$ cat config.mk
export PLATFORM = sky130hd
export DESIGN_NAME = apb_cmd_master
export DESIGN_NICKNAME = d
export VERILOG_FILES = /design/src/rtl/apb_cmd_master.sv
export SDC_FILE = /design/constraint.sdc
export NUM_CORES = 1
export LEC_CHECK = 0
export ABC_AREA = 1
export BUFFER_PORTS_ARGS = -buffer_cell sky130_fd_sc_hd__clkbuf_2
export CORE_ASPECT_RATIO = 1.2
export CORE_MARGIN = 1.5
export CORE_UTILIZATION = 44
export CTS_BUF_LIST = sky130_fd_sc_hd__clkbuf_8 sky130_fd_sc_hd__clkbuf_16
export DETAILED_ROUTE_END_ITERATION = 8
export PLACE_DENSITY = 0.74
export SYNTH_ARGS = -nofsm -noshare
export SYNTH_HDL_FRONTEND = slang
export SYNTH_SLANG_ARGS = --single-unit
$ cat constraint.sdc
create_clock -name pclk -period 1.5 [get_ports pclk]
set_input_delay 0.075 -clock pclk [delete_from_list [all_inputs] [get_ports pclk]]
set_output_delay 0.075 -clock pclk [all_outputs]
set_load 0.01 [all_outputs]
$ cat src/rtl/apb_cmd_master.sv
// apb_cmd_master: single-outstanding APB4 initiator driven by a valid/ready
// command channel, returning read data and error status on a valid/ready
// response channel.
// Optional build macro: APB_CMD_MASTER_TIMEOUT_EN adds an ACCESS-phase
// watchdog that aborts a transfer after TIMEOUT cycles without PREADY.
module apb_cmd_master #(
    parameter int unsigned AW      = 13,
    parameter int unsigned TIMEOUT = 256
) (
    input  logic          pclk,
    input  logic          resetn,
    input  logic          cmd_valid,
    output logic          cmd_ready,
    input  logic          cmd_write,
    input  logic [AW-1:0] cmd_addr,
    input  logic [31:0]   cmd_wdata,
    input  logic [3:0]    cmd_strb,
    input  logic [2:0]    cmd_prot,
    output logic          rsp_valid,
    input  logic          rsp_ready,
    output logic [31:0]   rsp_rdata,
    output logic          rsp_err,
    output logic          rsp_timeout,
    output logic          busy,
    output logic          PSEL,
    output logic          PENABLE,
    output logic          PWRITE,
    output logic [AW-1:0] PADDR,
    output logic [3:0]    PSTRB,
    output logic [2:0]    PPROT,
    output logic [31:0]   PWDATA,
    output logic          APBACTIVE,
    input  logic [31:0]   PRDATA,
    input  logic          PREADY,
    input  logic          PSLVERR
);

    typedef enum logic [1:0] {
        IDLE   = 2'd0,
        SETUP  = 2'd1,
        ACCESS = 2'd2,
        RESP   = 2'd3
    } state_t;

    state_t state;

    // Reject out-of-range watchdog limits at elaboration time.
    if (TIMEOUT < 2 || TIMEOUT > 65536) begin : g_timeout_range
        $error("apb_cmd_master: TIMEOUT must be in 2..65536");
    end

`ifdef APB_CMD_MASTER_TIMEOUT_EN
    localparam int unsigned TW = $clog2(TIMEOUT);
    logic [TW-1:0] wait_cnt;
`endif

    // Bus-active hint must see a new command before the FSM leaves IDLE.
    assign APBACTIVE = busy | cmd_valid;

    // Command FSM with all bus and response outputs registered.
    always_ff @(posedge pclk or negedge resetn) begin
        if (!resetn) begin
            state       <= IDLE;
            cmd_ready   <= 1'b1;
            rsp_valid   <= 1'b0;
            rsp_rdata   <= 32'd0;
            rsp_err     <= 1'b0;
            rsp_timeout <= 1'b0;
            busy        <= 1'b0;
            PSEL        <= 1'b0;
            PENABLE     <= 1'b0;
            PWRITE      <= 1'b0;
            PADDR       <= '0;
            PSTRB       <= 4'd0;
            PPROT       <= 3'd0;
            PWDATA      <= 32'd0;
`ifdef APB_CMD_MASTER_TIMEOUT_EN
            wait_cnt    <= '0;
`endif
        end else begin
            case (state)
                IDLE: begin
                    if (cmd_valid) begin
                        cmd_ready <= 1'b0;
                        busy      <= 1'b1;
                        if (cmd_addr[1:0] != 2'b00) begin
                            // Misaligned: answer with an error, no bus cycle.
                            state       <= RESP;
                            rsp_valid   <= 1'b1;
                            rsp_err     <= 1'b1;
                            rsp_rdata   <= 32'd0;
                            rsp_timeout <= 1'b0;
                        end else begin
                            state   <= SETUP;
                            PSEL    <= 1'b1;
                            PENABLE <= 1'b0;
                            PWRITE  <= cmd_write;
                            PADDR   <= cmd_addr;
                            PWDATA  <= cmd_wdata;
                            PSTRB   <= cmd_write ? cmd_strb : 4'd0;
                            PPROT   <= cmd_prot;
                        end
                    end
                end

                SETUP: begin
                    state   <= ACCESS;
                    PENABLE <= 1'b1;
`ifdef APB_CMD_MASTER_TIMEOUT_EN
                    wait_cnt <= '0;
`endif
                end

                ACCESS: begin
                    if (PREADY) begin
                        state       <= RESP;
                        PSEL        <= 1'b0;
                        PENABLE     <= 1'b0;
                        PWRITE      <= 1'b0;
                        PADDR       <= '0;
                        PSTRB       <= 4'd0;
                        PPROT       <= 3'd0;
                        PWDATA      <= 32'd0;
                        rsp_valid   <= 1'b1;
                        rsp_rdata   <= PWRITE ? 32'd0 : PRDATA;
                        rsp_err     <= PSLVERR;
                        rsp_timeout <= 1'b0;
                    end
`ifdef APB_CMD_MASTER_TIMEOUT_EN
                    else if (wait_cnt == TW'(TIMEOUT - 1)) begin
                        // Watchdog expired with the slave still stalling.
                        state       <= RESP;
                        PSEL        <= 1'b0;
                        PENABLE     <= 1'b0;
                        PWRITE      <= 1'b0;
                        PADDR       <= '0;
                        PSTRB       <= 4'd0;
                        PPROT       <= 3'd0;
                        PWDATA      <= 32'd0;
                        rsp_valid   <= 1'b1;
                        rsp_rdata   <= 32'd0;
                        rsp_err     <= 1'b1;
                        rsp_timeout <= 1'b1;
                    end else begin
                        wait_cnt <= wait_cnt + TW'(1);
                    end
`endif
                end

                RESP: begin
                    if (rsp_ready) begin
                        state       <= IDLE;
                        rsp_valid   <= 1'b0;
                        rsp_rdata   <= 32'd0;
                        rsp_err     <= 1'b0;
                        rsp_timeout <= 1'b0;
                        cmd_ready   <= 1'b1;
                        busy        <= 1'b0;
                    end
                end

                default: begin
                    state     <= IDLE;
                    cmd_ready <= 1'b1;
                    busy      <= 1'b0;
                end
            endcase
        end
    end

endmodule

After elaboration in Yosys (flattened, before gate mapping)
Index checks and enable logic that the tools add are counted.

Equality and inequality tests: 8. Multiplexer cells: 53. Bitwise gates (word level): 1. Reductions and logical operators: 11.

Operator list (number): two-way mux 32 bit (8); case mux 32 bit (3 select lines) (1); case mux 32 bit (2 select lines) (1); two-way mux 13 bit (3); case mux 13 bit (2 select lines) (1); two-way mux 1 bit (17); two-way mux 4 bit (4); case mux 1 bit (3 select lines) (4); != test 2 bit (second input constant) (5); two-way mux 3 bit (3); two-way mux 2 bit (4); case mux 1 bit (2 select lines) (4); case mux 2 bit (4 select lines) (1); case mux 4 bit (2 select lines) (1); AND reduction 4 bit (2); case mux 3 bit (2 select lines) (1); AND reduction 3 bit (2); nonzero test 2 bit (3); nonzero test 3 bit (2); AND reduction 5 bit (1); equality test 2 bit (second input constant) (2); equality test 2 x 1 -> 1 bit (second input constant) (1); zero test 2 bit (1); bitwise OR 1 bit (1).

Flip-flop bits (word level): 94. Output and inout port bits: 93. Word-level logic and storage cells: 87. Input bits: 91.

Longest topological paths before layout
Gate-level depths: netlist of the first run.

Depth after elaboration: 4. Mapped depth: 10. Gate-level depth less buffers: 9.

Worst setup path after synthesis of the first run
No wires, ideal clock.

Path kind: reg-to-reg. From: register state[0]. To: register PWRITE. Slack: -0.103 ns. Buffers on the path: 1. Clock period less this slack: 1.603 ns. Arrival time: 1.486 ns. Required time: 1.383 ns. Library setup time: 0.117 ns. Cell stages (with the launch flop): 9. Cell sequence: dfrtp_1 inv_1 ha_1 inv_2 o21ai_4 nand2_2 buf_2 nand2_1 nand2_1.

Longest elaborated chain between the ends: 3. Elaborated cells between the ends (all ways): 8. Those cells by class: 4 x eq/ne; 1 x mux; 3 x reduce/logical.

Ends and longest elaborated chain: from (decl) (RTL line 45) `state_t state;`; from (signal assigned) (RTL line 63) `state <= IDLE;`; from (signal assigned) (RTL line 88) `state <= RESP;`; from (signal assigned) (RTL line 94) `state <= SETUP;`; equality test 2 bit / zero test 2 bit (equally long branches) (RTL line 81) `case (state)`; != test 2 bit (no line) / nonzero test 2 bit (equally long branches); AND reduction 4 bit (no line); to (signal assigned) (RTL line 97) `PWRITE <= cmd_write;`; to (decl) (RTL line 27) `output logic PWRITE,`.

Several ways; a longest one is shown, not always the timed one. A chain may end at the register's enable or synchronous reset.

Worst setup path in the final report of the first run
From: register state[1]. To: register PADDR[6].

Longest elaborated chain between the ends: 3. Elaborated cells between the ends (all ways): 8. Those cells by class: 4 x eq/ne; 1 x mux; 3 x reduce/logical.

Ends and longest elaborated chain: equality test 2 bit / zero test 2 bit (equally long branches) (RTL line 81); != test 2 bit (no line) / nonzero test 2 bit (equally long branches); AND reduction 4 bit (no line); to (signal assigned) (RTL line 98) `PADDR <= cmd_addr;`; to (decl) (RTL line 28) `output logic [AW-1:0] PADDR,`.

Several ways; a longest one is shown, not always the timed one.

==> results.txt, run 1 <==
Maximum root-to-sink buffer count: 2
FF-to-FF path depth: 8
Synth Area in Compound Gates: 1.34%
EDFF count, synth: 0
Crit-path cells: inv_4 -> ha_4 -> buf_4 -> o21ai_4 -> nand2_2 -> clkbuf_16 -> nand2_1 -> nand2_1
Final Hold Fails: 0
Power Dens Cells: 2250 nW/um^2
Post-route DRC: 0
Ys Warns: 0
Largest family of logic cells by synthesized area: simple AND/OR/NAND/NOR gates
Num CTS Buffers: 9
Final period util: 103%
Mux share of post-synthesis cell area: 0%
Critical Path AT: 1.77 ns
Asr flop ratio synth: 100%
Final setup fails: 52
FF+latch count, synth: 93
Gr usage total: 21.2%
CP required: 1.72 ns
Syn_area_per_cell: 7.35 sq um
Die Area: 11000 sq um
Crit start category: register
Top_reg_cell synth: dfrtp_1
Placed Instances: 915
CTS tree: done
Netlist Area Pre-Place: 4560 sq um
Routed Antenna Nets: 0
First-pass GRT wire length: 18400 microns
Total number of vias: 4465
Worst path slowest cell: dfrtp_2
Max cap viols: 0
Average vias per placed instance: 4.77
GP Congestion: 0.843
Top cell type's share of synthesized area: 50.5%
Setup CP Type: reg2reg
Synth Area in XOR/XNOR: 0%
Worst R2R End: PADDR[6]
Initial Util: 45.4%
Post-synth top area cell: dfrtp_1
Simple-gate share of the synthesized area: 33.9%
R2R Setup Slk: -0.05 ns
Setup Skew: 0.00559 ns
Clk_lat worst skew: 0.33 ns
Worst hold slack: 0.0328 ns
Clk pin slew, worst setup/hold paths: 0.06 ns
Fin. max-slew vios: 0
Avg WL per Cell: 12.8 microns
Clk root buf: clkbuf_16
Final Worst Setup Slack: -0.0498 ns
Worst IR Drop VDD: 0.00102 V
Post-DP HPWL: 8300 microns
First DRT Iteration DRCs: 221
Fmax: 645 MHz
Antenna Cells: 0
Status: finished with violations
Max FO, Critical Path: 27
Synth cell types: 18
Synth Instances: 621
Hold Path End: PWDATA[14]
Share of the yosys chip area belonging to registers: 51.0%
Layout area overhead: 37.1%
Chip height: 115 microns
Top post-synthesis cells by area: dfrtp_1, nand2_1, nand3_1
H-tree Lvls: 3
Final cell count without fillers: 937
Hold crit path type: in2reg
Drt pass-1 iters: 5
Final #Nets: 904
Synth top cells by count: nand2_1, inv_1, dfrtp_1, nand3_1, nor2_1
WL final: 12000 microns
Hold path startpoint: cmd_wdata[14]
FP Rows: 40
CP Capture Type: register
Largest incremental delay on the critical path: 0.44 ns
Core area: 10100 sq um
Vias in the first global route: 4135
Largest net degree at the start of global routing: 55
Port Buf Inserts: 182
RSZ-0062 raised after global routing: yes
Violations in the final reports: negative setup slack
Die width: 96.0 microns
Layout cells sized above 1: 30.6%
Final Critical Period: 1.55 ns
Hold depth: 5
Grt ovf: 0
Cell with the most instances after synthesis: nand2_1
Buffers and inverters on the worst path: 3
Crit path max-delay family: flip-flops
Initial antenna violation count: 0
Leakage: 3.92 nW
Top-level port count: 184
Critical R2R Launch: state[1]
Fill count: 906
Most common cell on crit path: nand2_1
Synth Area in Adders: 1.92%
Total clock sinks: 93
Net count after synthesis: 719
## cells by family after synthesis
| group | count (synthesis) |
|---|---|
| AO/OA/AOI/OAI | 10 |
| buffers and inverters | 131 |
| flip-flops | 93 |
| adder cells (fa/ha/maj) | 7 |
| other | 1 |
| AND/OR/NAND/NOR | 379 |
## repair_timing
| action | CTS | global route |
|---|---|---|
| endpoints found under the setup margin | 90 | 90 |
| gates cloned | 0 | 4 |
| setup buffers | 1 | 0 |
| gates resized for setup | 3 | 15 |
| hold buffers | 1 | 0 |
| pin swaps | 0 | 2 |
| endpoints found under the hold margin | 92 | 0 |
## worst min-delay path, cell delays in order
cell and delay (ns):
clkbuf_2 0.08, inv_1 0.04, nor2_1 0.03, nand3_1 0.06
nand2_1 0.05
## worst max-delay path by stage
stage / start / to / cells past startpoint
floorplan: state[0] / rsp_rdata[10] / 8
global placement: state[0] / PPROT[1] / 8
detailed placement: state[0] / PADDR[2] / 8
CTS: state[0] / PWDATA[27] / 8
global route: state[1] / PSTRB[2] / 7
finish: state[1] / PADDR[6] / 8
## stage by stage
| stage | setup slack, ns | TNS, ns | total power [mW] | instance area, sq um | util [%] |
|---|---|---|---|---|---|
| 6_report | -0.0498 | -1.38 | 14.1 | 6260 | 62.2 |
| 5_1_grt | -0.131 | -8.17 | 15.2 | 6260 | 62.2 |
| 3_3_place_gp | -0.0312 | -1.94 | 10.8 | 5740 | 57.1 |
| 2_1_floorplan | -0.0246 | -1.41 | 8.32 | 4590 | - |
| 3_5_place_dp | -0.124 | -7.60 | 11.0 | 5740 | 57.1 |
| 4_1_cts | -0.0540 | -1.76 | 13.5 | 6100 | 60.6 |
## power by group
part           total, mW  internal, mW  switching (mW)
clock               2.44          1.54           0.899
combinational       7.32          2.96            4.36
sequential          4.34          3.64           0.700
total               14.1          8.14            5.96
## state kept, by name, summed over array words and instances (netlist names), 2 cells and up
register,cells
rsp_rdata,32
PADDR,13
state,2
PWDATA,32
PPROT,3
PSTRB,4
## layer usage
metal	global-route usage [%]	vias up	share of wire (%)
li1	-	2223	-
met1	25.6	2063	43
met2	36.2	166	49
met3	5.84	13	7.4
met4	6.86	0	1.2
met5	0	-	0
## layout make-up
class / count / area (sq um) / area share [%]
Clock buffer: 11 / 253 / 4.04
Timing Repair Buffer: 210 / 1300 / 20.7
Clock inverter: 5 / 75.1 / 1.20
Multi-Input combinational cell: 397 / 1780 / 28.5
Tap cell: 126 / 158 / 2.52
Inverter: 95 / 364 / 5.82
Sequential cell: 93 / 2330 / 37.3
## layout by cell type, fill, tap and decap left out, drive strengths merged
cell and n:
nand2 198, conb 1, buf 24, o21ai 10
dfrtp 92, or2 1, clkbuf 196, inv 97
dlygate4sd3 1, nand3 90, clkinvlp 1, bufinv 2
ha 7, dfstp 1, nand4 1, nor2 89
Power figures use the tool's default switching activity.
==> run 2: changes to the inputs <==
--- a/config.mk
+++ b/config.mk
@@ -13,6 +13,8 @@
 export CTS_BUF_LIST = sky130_fd_sc_hd__clkbuf_8 sky130_fd_sc_hd__clkbuf_16
 export DETAILED_ROUTE_END_ITERATION = 8
 export PLACE_DENSITY = 0.74
+export SETUP_SLACK_MARGIN = 0.15
+export SLEW_MARGIN = 5
 export SYNTH_ARGS = -nofsm -noshare
 export SYNTH_HDL_FRONTEND = slang
 export SYNTH_SLANG_ARGS = --single-unit
==> results.txt, run 2 (synthesized netlist as in run 1, its figures left out) <==
Fmax: 661 MHz (was 645 MHz)
WL final: 12100 microns (was 12000 microns)
Vias in the first global route: 4043 (was 4135)
Crit start category: register (unchanged)
Worst IR Drop VDD: 0.00118 V (was 0.00102 V)
Final #Nets: 907 (was 904)
Buffers and inverters on the worst path: 2 (was 3)
Power Dens Cells: 2230 nW/um^2 (was 2250 nW/um^2)
Most common cell on crit path: nand2_2 (was nand2_1)
Top-level port count: 184 (unchanged)
CP required: 1.72 ns (about the same)
FP Rows: 40 (unchanged)
Violations in the final reports: negative setup slack (unchanged)
Max cap viols: 0 (unchanged)
Final setup fails: 6 (was 52)
Largest incremental delay on the critical path: 0.42 ns (was 0.44 ns)
Hold crit path type: in2reg (unchanged)
PnR Total Power: 14.1 mW (about the same)
Antenna Cells: 0 (unchanged)
Fill count: 914 (was 906)
Crit-path cells: clkinv_4 -> ha_4 -> nand2_2 -> nand2_2 -> nor2_4 -> nand2_2 -> buf_12 -> nand2_1 -> nand2_1 (was inv_4 -> ha_4 -> buf_4 -> o21ai_4 -> nand2_2 -> clkbuf_16 -> nand2_1 -> nand2_1)
Die width: 96.0 microns (unchanged)
Avg WL per Cell: 12.9 microns (was 12.8 microns)
First DRT Iteration DRCs: 167 (was 221)
Commonest non-fill, non-tap cell in the layout: nand2_1 (unchanged)
First-pass GRT wire length: 18900 microns (was 18400 microns)
Post-DP HPWL: 8040 microns (was 8300 microns)
Status: finished with violations (unchanged)
Initial Util: 45.4% (unchanged)
Post-route DRC: 0 (unchanged)
Reg area: 2330 sq um (unchanged)
Final Hold Fails: 0 (unchanged)
Layout area overhead: 38.1% (was 37.1%)
Fin. max-slew vios: 0 (unchanged)
Critical Path AT: 1.73 ns (was 1.77 ns)
Port Buf Inserts: 182 (unchanged)
Routed Antenna Nets: 0 (unchanged)
Core area: 10100 sq um (unchanged)
Max FO, Critical Path: 34 (was 27)
Die Area: 11000 sq um (unchanged)
Final period util: 101% (was 103%)
Setup CP Type: reg2reg (unchanged)
Drt pass-1 iters: 4 (was 5)
H-tree Lvls: 3 (unchanged)
Leakage: 3.94 nW (was 3.92 nW)
RSZ-0062 raised after global routing: yes (unchanged)
CP Capture Type: register (unchanged)
Multi-input logic area: 1790 sq um (was 1780 sq um)
Clk_lat worst skew: 0.33 ns (about the same)
Placed Area: 5760 sq um (was 5740 sq um)
Final Critical Period: 1.51 ns (was 1.55 ns)
Top flop regs: PWDATA: 32 flops, rsp_rdata: 32 flops, PADDR: 13 flops (unchanged)
Total clock sinks: 93 (unchanged)
Chip height: 115 microns (unchanged)
Largest net degree at the start of global routing: 94 (was 55)
Final Worst Setup Slack: -0.0123 ns (was -0.0498 ns)
Average vias per placed instance: 4.80 (was 4.77)
Slew at the pin closest to its max-slew limit: 0.503 ns
Clk root buf: clkbuf_16 (unchanged)
Layout cells sized above 1: 30.8% (was 30.6%)
Num CTS Buffers: 9 (unchanged)
Rel. slew slack: 66.5%
Finished Cell Area: 6300 sq um (was 6260 sq um)
Initial antenna violation count: 0 (unchanged)
Total number of vias: 4503 (was 4465)
Gr usage total: 21.8% (was 21.2%)
Commonest non-fill, non-tap cells in the layout: nand2_1, clkbuf_2, inv_1 (unchanged)
Worst path slowest cell: dfrtp_2 (unchanged)
CTS tree: done (unchanged)
Setup TNS: -0.0294 ns (was -1.38 ns)
Clk pin slew, worst setup/hold paths: 0.06 ns (about the same)
Grt ovf: 0 (unchanged)
Setup Skew: 0.00512 ns (was 0.00559 ns)
GP Congestion: 0.821 (was 0.843)
Crit path max-delay family: simple AND/OR/NAND/NOR gates (was flip-flops)
Maximum root-to-sink buffer count: 2 (unchanged)
-- run 2: changes by cell type in the layout (fill, tap and decap cells not counted), moves of 2 or more --
cell,delta
buf_16,+2
buf_6,+5
buf_8,+3
inv_2,-2
nand3_1,-2
buf_4,-6
clkbuf_16,-2
-- run 2: worst min-delay path, stage by stage --
cell and delay [ns]:
clkbuf_2 0.08, inv_1 0.04, nor2_1 0.04, nand3_2 0.06, nand2_1 0.04
-- run 2: repair_timing --
item / in CTS / in global routing
setup buffers: 3 / 2
resized for setup: 16 / 12
hold buffers: 1 / 0
endpoints found under the setup margin: 91 / 93
hold endpoints to repair: 92 / 0
cloned: 1 / 4
pin swaps: 0 / 3
-- run 2: layer usage --
layer | vias to the layer above | wire [microns] | global-route usage [%]
met4 | 0 | 232 | 6.67
met3 | 19 | 807 | 4.78
li1 | 2229 | - | -
met5 | - | 0 | 0
met1 | 2085 | 5050 | 28.0
met2 | 170 | 5980 | 36.6
-- run 2: worst paths after layout --
kind                                    start            end  slack [ns]  depth (start not counted)
worst max-delay path                 state[0]  rsp_rdata[25]       -0.01                          9
worst min-delay path             cmd_addr[12]      PADDR[12]        0.03                          5
worst max register to register       state[0]  rsp_rdata[25]       -0.01                          9
worst min register to register  rsp_rdata[14]  rsp_rdata[14]        0.47                          2
max in group asynchronous              resetn       state[1]        0.77                          3
min in group asynchronous              resetn   rsp_rdata[1]        0.33                          3
-- run 2: power by group --
part | total (mW) | switching, mW | internal [mW] | leakage (nW)
Sequential | 4.30 | 0.663 | 3.64 | 1.21
Combinational | 7.56 | 4.44 | 3.13 | 2.59
Clock | 2.19 | 0.883 | 1.30 | 0.147
-- run 2: area by class of cell --
| cell class | instances | share of cell area, % |
|---|---|---|
| timing repair buffer | 213 | 21.9 |
| clock inverter | 4 | 0.675 |
| sequential | 93 | 37.0 |
| multi-input combinational | 397 | 28.4 |
| tap | 126 | 2.50 |
| inverter | 95 | 5.82 |
| clock buffer | 10 | 3.79 |
-- run 2: stage by stage --
stage	hold slack [ns]	cells	utilization (%)	worst slack, ns
6_report	0.0335	938	62.6	-0.0123
5_1_grt	0.0517	938	62.6	-0.0967
4_1_cts	0.0275	932	61.4	0.0102
3_5_place_dp	0.164	913	57.3	-0.110
3_3_place_gp	0.163	913	57.3	-0.0316
2_1_floorplan	-0.221	621	-	0.0386
